## config.mk

```make
export PLATFORM = sky130hd
export DESIGN_NAME = fir_inverse_seq_flat
export DESIGN_NICKNAME = d
export VERILOG_FILES = /design/src/rtl/fir_inv_pkg.sv /design/src/rtl/fir_inverse_seq_if.sv /design/src/rtl/fir_inv_hist.sv /design/src/rtl/fir_inverse_seq.sv /design/src/flat_wrapper.sv
export SDC_FILE = /design/constraint.sdc
export NUM_CORES = 1
export LEC_CHECK = 0
export BUFFER_PORTS_ARGS = -buffer_cell sky130_fd_sc_hd__buf_2
export CAP_MARGIN = 5
export CELL_PAD_IN_SITES_DETAIL_PLACEMENT = 0
export CELL_PAD_IN_SITES_GLOBAL_PLACEMENT = 1
export CORE_MARGIN = 1
export CORE_UTILIZATION = 40
export CTS_CLUSTER_SIZE = 25
export DETAILED_ROUTE_END_ITERATION = 8
export PLACE_DENSITY_LB_ADDON = 0.12
export SLEW_MARGIN = 20
export SYNTH_ARGS = -nofsm -noshare
export SYNTH_HDL_FRONTEND = slang
export SYNTH_HIERARCHICAL = 1
export SYNTH_SLANG_ARGS = --single-unit
```

## constraint.sdc

```tcl
create_clock -name clk -period 5.88 [get_ports clk]
set_input_delay 0 -clock clk [delete_from_list [all_inputs] [get_ports clk]]
set_output_delay 0 -clock clk [all_outputs]
set_load 0.05 [all_outputs]
```

## src/rtl/fir_inv_pkg.sv

```systemverilog
// Shared constants, state encoding and clamp helpers for the inverse FIR recovery filter.
// Also used by the interface, the history register and the top level.
package fir_inv_pkg;

   localparam int DW_IN  = 10;
   localparam int DW_OUT = 8;
   localparam int ACC_W  = 17;

   localparam int TAP_FIRST = 1;
   localparam int TAP_LAST  = 4;

   localparam int CLAMP_LO = 0;
   localparam int CLAMP_HI = 255;

   typedef enum logic [1:0] {
      IDLE = 2'd0,
      CALC = 2'd1,
      OUT  = 2'd2
   } state_t;

   function automatic logic is_sat(input logic signed [ACC_W-1:0] a);
      return (a < ACC_W'(CLAMP_LO)) || (a > ACC_W'(CLAMP_HI));
   endfunction

   function automatic logic [DW_OUT-1:0] clamp_acc(input logic signed [ACC_W-1:0] a);
      if (a < ACC_W'(CLAMP_LO)) begin
         return DW_OUT'(CLAMP_LO);
      end else if (a > ACC_W'(CLAMP_HI)) begin
         return DW_OUT'(CLAMP_HI);
      end
      return a[DW_OUT-1:0];
   endfunction

endpackage

```

## src/rtl/fir_inverse_seq_if.sv

```systemverilog
// Filtered-sample input and recovered-sample output handshakes of the inverse FIR.
// sat_flag is present only when FIR_INV_SAT_FLAG_EN is defined.
interface fir_inverse_seq_if;

   logic [fir_inv_pkg::DW_IN-1:0]  y_in;
   logic                           y_valid;
   logic                           y_ready;
   logic [fir_inv_pkg::DW_OUT-1:0] x_out;
   logic                           x_valid;
   logic                           x_ready;
`ifdef FIR_INV_SAT_FLAG_EN
   logic                           sat_flag;

   modport master (output y_in, y_valid, x_ready, input y_ready, x_out, x_valid, sat_flag);
   modport slave  (input y_in, y_valid, x_ready, output y_ready, x_out, x_valid, sat_flag);
`else
   modport master (output y_in, y_valid, x_ready, input y_ready, x_out, x_valid);
   modport slave  (input y_in, y_valid, x_ready, output y_ready, x_out, x_valid);
`endif

endinterface

```

## src/rtl/fir_inv_hist.sv

```systemverilog
// Four-deep history of recovered samples; h1 is the newest, shifts on shift_en.
// Synchronous active-high reset clears all entries.
module fir_inv_hist #(
   parameter int W = 8
) (
   input  logic         clk,
   input  logic         rst,
   input  logic         shift_en,
   input  logic [W-1:0] din,
   output logic [W-1:0] h1,
   output logic [W-1:0] h2,
   output logic [W-1:0] h3,
   output logic [W-1:0] h4
);

   logic [3:0][W-1:0] h_q;
   logic [3:0][W-1:0] h_d;

   always_comb begin
      h_d = h_q;
      if (shift_en) begin
         h_d = {h_q[2:0], din};
      end
   end

   always_ff @(posedge clk) begin
      if (rst) begin
         h_q <= '0;
      end else begin
         h_q <= h_d;
      end
   end

   assign h1 = h_q[0];
   assign h2 = h_q[1];
   assign h3 = h_q[2];
   assign h4 = h_q[3];

endmodule

```

## src/rtl/fir_inverse_seq.sv

```systemverilog
// Sequential inverse of the 5-tap shift FIR: x = clamp(32y - 2h1 - 4h2 - 8h3 - 16h4), one tap per cycle.
// Accept-to-x_valid latency 5 cycles, initiation interval 7; output holds while x_ready is low.
// Optional sat_flag output under FIR_INV_SAT_FLAG_EN.
module fir_inverse_seq #(
   parameter int DW_IN  = fir_inv_pkg::DW_IN,
   parameter int DW_OUT = fir_inv_pkg::DW_OUT,
   parameter int ACC_W  = fir_inv_pkg::ACC_W
) (
   input  logic              clk,
   input  logic              rst,
   fir_inverse_seq_if.slave  bus
);

   import fir_inv_pkg::*;

   state_t                   state_q, state_d;
   logic signed [ACC_W-1:0]  acc_q, acc_d;
   logic [2:0]               tap_q, tap_d;
   logic [DW_OUT-1:0]        x_out_q, x_out_d;
   logic                     x_valid_q, x_valid_d;
   logic                     y_ready_q, y_ready_d;
`ifdef FIR_INV_SAT_FLAG_EN
   logic                     sat_q, sat_d;
`endif

   logic [DW_OUT-1:0]        h1, h2, h3, h4;
   logic [DW_OUT-1:0]        h_sel;
   logic [ACC_W-1:0]         sub_term;
   logic                     hist_shift;

   fir_inv_hist #(.W(DW_OUT)) u_hist (
      .clk      (clk),
      .rst      (rst),
      .shift_en (hist_shift),
      .din      (x_out_d),
      .h1       (h1),
      .h2       (h2),
      .h3       (h3),
      .h4       (h4)
   );

   // The tap index doubles as the shift amount: h1<<1 .. h4<<4.
   always_comb begin
      case (tap_q)
         3'd1:    h_sel = h1;
         3'd2:    h_sel = h2;
         3'd3:    h_sel = h3;
         3'd4:    h_sel = h4;
         default: h_sel = '0;
      endcase
      sub_term = {{(ACC_W-DW_OUT){1'b0}}, h_sel} << tap_q;
   end

   always_comb begin
      state_d    = state_q;
      acc_d      = acc_q;
      tap_d      = tap_q;
      x_out_d    = x_out_q;
      x_valid_d  = x_valid_q;
      y_ready_d  = y_ready_q;
      hist_shift = 1'b0;
`ifdef FIR_INV_SAT_FLAG_EN
      sat_d      = sat_q;
`endif
      case (state_q)
         IDLE: begin
            y_ready_d = 1'b1;
            if (bus.y_valid && y_ready_q) begin
               acc_d     = $signed({{(ACC_W-DW_IN-5){1'b0}}, bus.y_in, 5'b0});
               tap_d     = 3'(TAP_FIRST);
               y_ready_d = 1'b0;
               state_d   = CALC;
            end
         end
         CALC: begin
            if (tap_q <= 3'(TAP_LAST)) begin
               acc_d = acc_q - $signed(sub_term);
               tap_d = tap_q + 3'd1;
            end else begin
               x_out_d    = clamp_acc(acc_q);
               x_valid_d  = 1'b1;
               hist_shift = 1'b1;
`ifdef FIR_INV_SAT_FLAG_EN
               sat_d      = is_sat(acc_q);
`endif
               state_d    = OUT;
            end
         end
         OUT: begin
            if (x_valid_q && bus.x_ready) begin
               x_valid_d = 1'b0;
               y_ready_d = 1'b1;
`ifdef FIR_INV_SAT_FLAG_EN
               sat_d     = 1'b0;
`endif
               state_d   = IDLE;
            end
         end
         default: begin
            state_d   = IDLE;
            y_ready_d = 1'b0;
            x_valid_d = 1'b0;
         end
      endcase
   end

   always_ff @(posedge clk) begin
      if (rst) begin
         state_q   <= IDLE;
         acc_q     <= '0;
         tap_q     <= '0;
         x_out_q   <= '0;
         x_valid_q <= 1'b0;
         y_ready_q <= 1'b0;
`ifdef FIR_INV_SAT_FLAG_EN
         sat_q     <= 1'b0;
`endif
      end else begin
         state_q   <= state_d;
         acc_q     <= acc_d;
         tap_q     <= tap_d;
         x_out_q   <= x_out_d;
         x_valid_q <= x_valid_d;
         y_ready_q <= y_ready_d;
`ifdef FIR_INV_SAT_FLAG_EN
         sat_q     <= sat_d;
`endif
      end
   end

   assign bus.y_ready = y_ready_q;
   assign bus.x_out   = x_out_q;
   assign bus.x_valid = x_valid_q;
`ifdef FIR_INV_SAT_FLAG_EN
   assign bus.sat_flag = sat_q;
`endif

endmodule

```

## src/flat_wrapper.sv

```systemverilog
// flat-port wrapper written by rule: the top's interface ports become plain ports
module fir_inverse_seq_flat import fir_inv_pkg::*;
#(
   parameter int DW_IN  = fir_inv_pkg::DW_IN,
   parameter int DW_OUT = fir_inv_pkg::DW_OUT,
   parameter int ACC_W  = fir_inv_pkg::ACC_W
)
  (clk, rst, bus_y_in, bus_y_valid, bus_x_ready, bus_y_ready, bus_x_out, bus_x_valid);
  fir_inverse_seq_if bus_i ();
  input  logic clk;
  input  logic rst;
  input wire logic [$bits(bus_i.y_in)-1:0] bus_y_in;
  input wire logic [$bits(bus_i.y_valid)-1:0] bus_y_valid;
  input wire logic [$bits(bus_i.x_ready)-1:0] bus_x_ready;
  output wire logic [$bits(bus_i.y_ready)-1:0] bus_y_ready;
  output wire logic [$bits(bus_i.x_out)-1:0] bus_x_out;
  output wire logic [$bits(bus_i.x_valid)-1:0] bus_x_valid;
  assign bus_i.y_in = bus_y_in;
  assign bus_i.y_valid = bus_y_valid;
  assign bus_i.x_ready = bus_x_ready;
  assign bus_y_ready = bus_i.y_ready;
  assign bus_x_out = bus_i.x_out;
  assign bus_x_valid = bus_i.x_valid;
  fir_inverse_seq #(.DW_IN(DW_IN), .DW_OUT(DW_OUT), .ACC_W(ACC_W)) u_core (.clk(clk), .rst(rst), .bus(bus_i));
endmodule
```

==> flow_metrics.py, run 1 <==
metrics = {
    "place": {
        "port_buffers": 23,
        "gp_congestion": 0.839,
        "pre_cts_slack_ns": 1.17,
        "dp.cells": 567,
        "hpwl_mm": 7.10,
    },
    "grt": {
        "gr-usage-met3": 0.0365,
        "overflow": 0,
        "antenna_found_initial": 0,
        "use_met2": 0.338,
        "met1_usage": 0.285,
        "grt_pass1_wl_mm": 16.0,
        "grt_busiest_layer": "met2",
        "grt_pass1_vias": 3057,
        "grt_start_max_net_pins": 68,
        "grt_usage": 0.210,
    },
    "timing": {
        "max_slew_margin": 0.363,
        "finalClockSkew_ns": 0.0110,
        "fmax_ghz": 0.211,
        "worst-slew-pin-transition_ns": 0.955,
        "final-setup-viol-count": 0,
        "finalSetupTns_ns": 0,
        "setup_ws_ns": 1.15,
        "slew_violations": 0,
        "final.min_clock_period_ns": 4.73,
        "period_share": 0.805,
        "rsz0062_at_grt": "false",
        "hold_violations": 0,
    },
    "pwr": {
        "power.density_nw_per_um2": 306,
        "p_leak_nw": 1.56,
        "vdd_drop_max_uv": 131,
    },
    "critical_path": {
        "cp-start-kind": "flop",
        "crit_type": "flop to flop",
        "path_buf_inv": 1,
        "cp_max_fo": 32,
        "endpoint_kind": "flop",
        "max_stage_delay_ns": 0.95,
        "crit_required_ns": 6.14,
        "crit_arrival_ns": 4.99,
        "path_cells": "clkinv_1, ha_1, a32oi_1, o21ai_0, mux2_2, nor2_1, a21oi_1, nand2_1, ha_1, o21ai_0, o21ai_0, a31oi_1, o21ai_0, xnor2_1, a221oi_1",
        "crit_top_cell": "o21ai_0",
        "crit_family": "compound AO/OA/AOI/OAI gates",
        "crit_slowest_cell": "dfxtp_1",
    },
    "synth": {
        "synth_flop_cell": "dfxtp_1",
        "yosysSeqAreaShare": 0.337,
        "synth_edf_count": 0,
        "synth.distinct_cells": 56,
        "syn-mean-instance-area_um2": 8.67,
        "postSynthCellCount": 439,
        "synthesis.nets": 474,
        "synthArstFlopShare": 0,
        "yosysTopAreaCell": "dfxtp_1",
        "ys_ff_latch": 64,
        "synth_area_leaders": "dfxtp_1 34%, mux2i_1 11%, ha_1 6.6%",
        "syn_area_um2": 3810,
        "ys_warn_count": 6,
        "synth_top_area_frac": 0.337,
    },
    "route": {
        "viasPerCell": 5.46,
        "vias": 3216,
        "postRouteAntennaNets": 0,
        "first_pass_iters": 4,
        "wl_per_cell_um": 16.7,
        "drc": 0,
        "drt_iter0_drc": 171,
        "drt_wl_total_mm": 9.84,
    },
    "finish": {
        "layout_common_cells": "66 x nor2_1, 64 x dfxtp_1, 43 x mux2i_1",
        "final_common_cell": "nor2_1",
        "layoutNonFillerInstCount": 589,
        "syn_to_final_growth_pct": 10.7,
        "antenna_cells": 0,
        "nNetsFinal": 490,
        "fillCellCount": 916,
        "drive_gt1_frac": 0.126,
    },
    "clock_tree": {
        "cts_max_level": 3,
        "clock-root-buffer": "clkbuf_8",
        "clkTransAtPathRegs_ns": 0.08,
        "cts_tree": "yes",
        "clk_latency_ns": 0.35,
        "cts_buffers": 9,
        "cts.repair.resized": 0,
        "clk_path_buf_depth": 2,
        "clock_sinks": 64,
    },
    "floorplanning": {
        "io_pins": 24,
        "die_area_um2": 9910,
        "initial_core_util": 0.412,
        "rows": 35,
        "die_x_um": 99.5,
        "core_um2": 9240,
        "die_h_um": 99.5,
    },
    "hold_path": {
        "hp-class": "primary input to flop",
    },
    "run": {
        "maxCapViolations": 0,
    },
    "status": {
        "status": "complete, no violations",
    },
}
## cell usage after synthesis, types with 6 or more instances
cell type   n
a22oi_1    18
nand2_1    22
a41oi_1     8
xnor2_1     8
a21oi_1    31
nor2b_1    10
o21ai_0    28
clkbuf_1   18
mux2i_1    43
ha_1       20
a32oi_1     9
or3_1       6
dfxtp_1    64
nor2_1     66
## flip-flops by register name, summed over array words and instances, names as in the netlist
| register | flops |
|---|---|
| u_core/u_hist/h2 | 8 |
| u_core/u_hist/h4 | 8 |
| u_core/bus.x_out | 8 |
| u_core/bus.y_ready | 1 |
| u_core/u_hist/h3 | 8 |
| u_core/bus.x_valid | 1 |
| u_core/acc_q | 17 |
| u_core/state_q | 2 |
| u_core/tap_q | 3 |
| u_core/u_hist/h1 | 8 |
## logic make-up (layout without fill, tap and decap cells)
kind of cell,Yosys count,after routing,synth area share
AOI/OAI and AO/OA,129,129,0.226
adders and majority gates,21,21,0.0710
DFF,64,64,0.337
muxes,46,46,0.122
and+or+nand+nor,132,132,0.168
buffers and inverters,36,57,0.0516
xor gates and xnor gates,11,11,0.0253
## where the power goes
| part | leakage [nW] | switching (mW) | internal, mW | total, mW |
|---|---|---|---|---|
| clock network | 0.101 | 0.194 | 0.200 | 0.395 |
| registers | 0.517 | 0.0300 | 0.452 | 0.482 |
| logic | 0.938 | 0.242 | 0.170 | 0.411 |
| total | 1.56 | 0.466 | 0.822 | 1.29 |
## through the flow
stage	utilization	hold WS (ns)	area [um^2]	power (mW)
3_5_place_dp	0.427	0.306	3950	0.899
2_1_floorplan	-	0.0724	3810	0.798
4_1_cts	0.456	0.0148	4210	1.31
3_3_place_gp	0.427	0.290	3950	0.894
5_1_grt	0.456	0.0324	4210	1.37
6_report	0.456	0.0277	4210	1.29
## area by class of cell
class | count | area (um^2) | share of cell area
clock buffer | 9 | 124 | 0.0294
tap | 129 | 161 | 0.0383
clock inverter | 7 | 77.6 | 0.0184
inverter | 8 | 30.0 | 0.00713
multi-input combinational | 339 | 2330 | 0.554
timing repair buffer | 33 | 205 | 0.0487
sequential | 64 | 1280 | 0.304
## tightest hold or removal path: cells and delay by family
kind                   cells  cell delay (ns)
AOI/OAI and AO/OA          2             0.23
buffers and inverters      1             0.10
## path summary, 6_finish.rpt
check,end,from,depth (start not counted),slack (ns)
setup / recovery,u_core/acc_q[14],u_core/tap_q[2],15,1.15
setup reg to reg,u_core/acc_q[14],u_core/tap_q[2],15,1.15
hold reg to reg,u_core/bus.y_ready,u_core/bus.y_ready,2,0.50
hold / removal,u_core/acc_q[12],bus_y_in[7],3,0.03
## metal layers
metal / wire length, um / vias to the layer above
met5: 0 / -
met4: 143 / 0
met3: 231 / 11
met2: 4590 / 37
met1: 4880 / 1517
li1: - / 1651
## timing repair
item	4_1_cts	5_1_grt
hold buffers	6	0
buffers inserted	0	0
endpoints found under the hold margin	6	0
Power figures use the tool's default switching activity.
==> inputs of run 2 (changes only) <==
Clock period 5.88 ns to 4.2 ns, I/O delays scaled along.
==> run 2 against run 1 <==
Against the previous run:
- worst setup slack got worse by 0.84 ns
- flip-flop and latch count did not move
- clock power rose by 43%
- design area rose by 0.89%
- power rose by 42%
- first-iteration DRC count fell by 7.0%
==> flow_metrics.py, run 2 (same netlist as run 1, synthesis figures left out) <==
metrics = {
    "clock_tree": {
        "cts_max_level": 3,
        "postCtsSetupBuffers": 0,
        "cts_tree": "yes",
        "clk_latency_ns": 0.34,
        "clkTransAtPathRegs_ns": 0.09,
        "clock-root-buffer": "clkbuf_8",
        "cts.repair.resized": 0,
        "cts_buffers": 9,
        "clock_sinks": 64,
        "clk_path_buf_depth": 2,
    },
    "place": {
        "port_buffers": 23,
        "dp.cells": 573,
        "pre_cts_slack_ns": 0.327,
        "gp_congestion": 0.822,
        "hpwl_mm": 7.20,
    },
    "critical_path": {
        "crit_required_ns": 4.44,
        "cp_max_fo": 10,
        "endpoint_kind": "flop",
        "crit_arrival_ns": 4.13,
        "r2r_cells": 14,
        "r2r-start": "u_core/tap_q[1]",
        "cp-start-kind": "flop",
        "crit_start": "u_core/tap_q[1]",
        "crit_type": "flop to flop",
    },
    "floorplanning": {
        "rows": 35,
        "die_h_um": 99.5,
        "io_pins": 24,
        "initial_core_util": 0.412,
        "core_um2": 9240,
        "die_area_um2": 9910,
        "die_x_um": 99.5,
    },
    "finish": {
        "final_util": 0.460,
        "largest_reg_flops": 17,
        "final_common_cell": "nor2_1",
        "layout_common_cells": "66 x nor2_1, 64 x dfxtp_1, 43 x mux2i_1",
        "regMostFlops": "u_core/acc_q",
        "syn_to_final_growth_pct": 11.6,
        "antenna_cells": 0,
        "fillCellCount": 939,
        "layoutNonFillerInstCount": 594,
        "nNetsFinal": 495,
        "drive_gt1_frac": 0.135,
    },
    "route": {
        "wl_per_cell_um": 16.6,
        "vias": 3268,
        "drc": 0,
        "postRouteAntennaNets": 0,
        "drt_iter0_drc": 159,
        "first_pass_iters": 4,
        "drt_wl_total_mm": 9.84,
        "viasPerCell": 5.50,
    },
    "status": {
        "status": "complete, no violations",
    },
    "timing": {
        "finalClockSkew_ns": 0.0113,
        "worst-slew-pin-transition_ns": 0.754,
        "max_slew_margin": 0.497,
        "final.min_clock_period_ns": 3.89,
        "hold_violations": 0,
        "period_share": 0.926,
        "final-setup-viol-count": 0,
        "fmax_ghz": 0.257,
        "slew_violations": 0,
        "hold_slack_ns": 0.0139,
        "rsz0062_at_grt": "false",
        "finalSetupTns_ns": 0,
        "setup_ws_ns": 0.309,
    },
    "pwr": {
        "p_leak_nw": 1.58,
        "power.density_nw_per_um2": 430,
        "vdd_drop_max_uv": 164,
    },
    "hold_path": {
        "worstHoldStart": "bus_y_in[3]",
        "hp-class": "primary input to flop",
        "hold_path_depth": 3,
    },
    "grt": {
        "grt_start_max_net_pins": 50,
        "grt_pass1_vias": 3167,
        "grt_usage": 0.212,
        "antenna_found_initial": 0,
        "overflow": 0,
        "grt_pass1_wl_mm": 16.4,
    },
    "run": {
        "maxCapViolations": 0,
    },
}
run 2: worst paths after layout:
| path | to | slack, ns |
|---|---|---|
| setup reg to reg | u_core/acc_q[15] | 0.31 |
| hold / removal | u_core/acc_q[8] | 0.01 |
| setup / recovery | u_core/acc_q[15] | 0.31 |
| hold reg to reg | u_core/bus.y_ready | 0.50 |
run 2: cell type report:
class                   instances  area [um^2]  area share
well taps                     129          161      0.0380
clock buffers                   9          124      0.0292
repair buffers                 38          240      0.0565
flip-flops and latches         64         1280       0.302
multi-input cells             339         2330       0.548
inverters                       8         30.0     0.00707
clock inverters                 7         83.8      0.0197
run 2: per-layer routing:
metal / GRT usage / wire length (um) / vias up
met1: 0.291 / 4910 / 1558
li1: - / - / 1657
met3: 0.0365 / 251 / 11
met4: 0.0566 / 139 / 0
met2: 0.345 / 4540 / 42
met5: 0 / 0 / -
run 2: through the flow:
stage	area [um^2]	total power [mW]
finish	4250	1.83
global route	4250	1.95
CTS	4250	1.85
detailed placement	3990	1.27
global placement	3990	1.27
floorplan	3810	1.12
run 2: critical path, cell delays in order (launching register included):
cell and delay [ns]:
dfxtp_1 0.40, clkinv_1 0.20, ha_1 0.40, a32oi_1 0.26, o21ai_0 0.20, mux2i_1 0.28, mux2i_1 0.14, a21oi_1 0.22
ha_1 0.33, a21oi_2 0.19, o211ai_1 0.14, a32o_1 0.23, a311o_1 0.36, o41a_1 0.33, mux2i_1 0.12
run 2: what timing repair did:
| item | 4_1_cts | 5_1_grt |
|---|---|---|
| hold buffers | 5 | 0 |
| endpoints found under the hold margin | 5 | 0 |
| endpoints found under the setup margin | 0 | 0 |
run 2: power by group:
part,internal (mW),leakage [nW],switching [mW]
registers,0.633,0.517,0.0362
clock network,0.286,0.103,0.280
logic,0.247,0.963,0.347
total,1.17,1.58,0.663
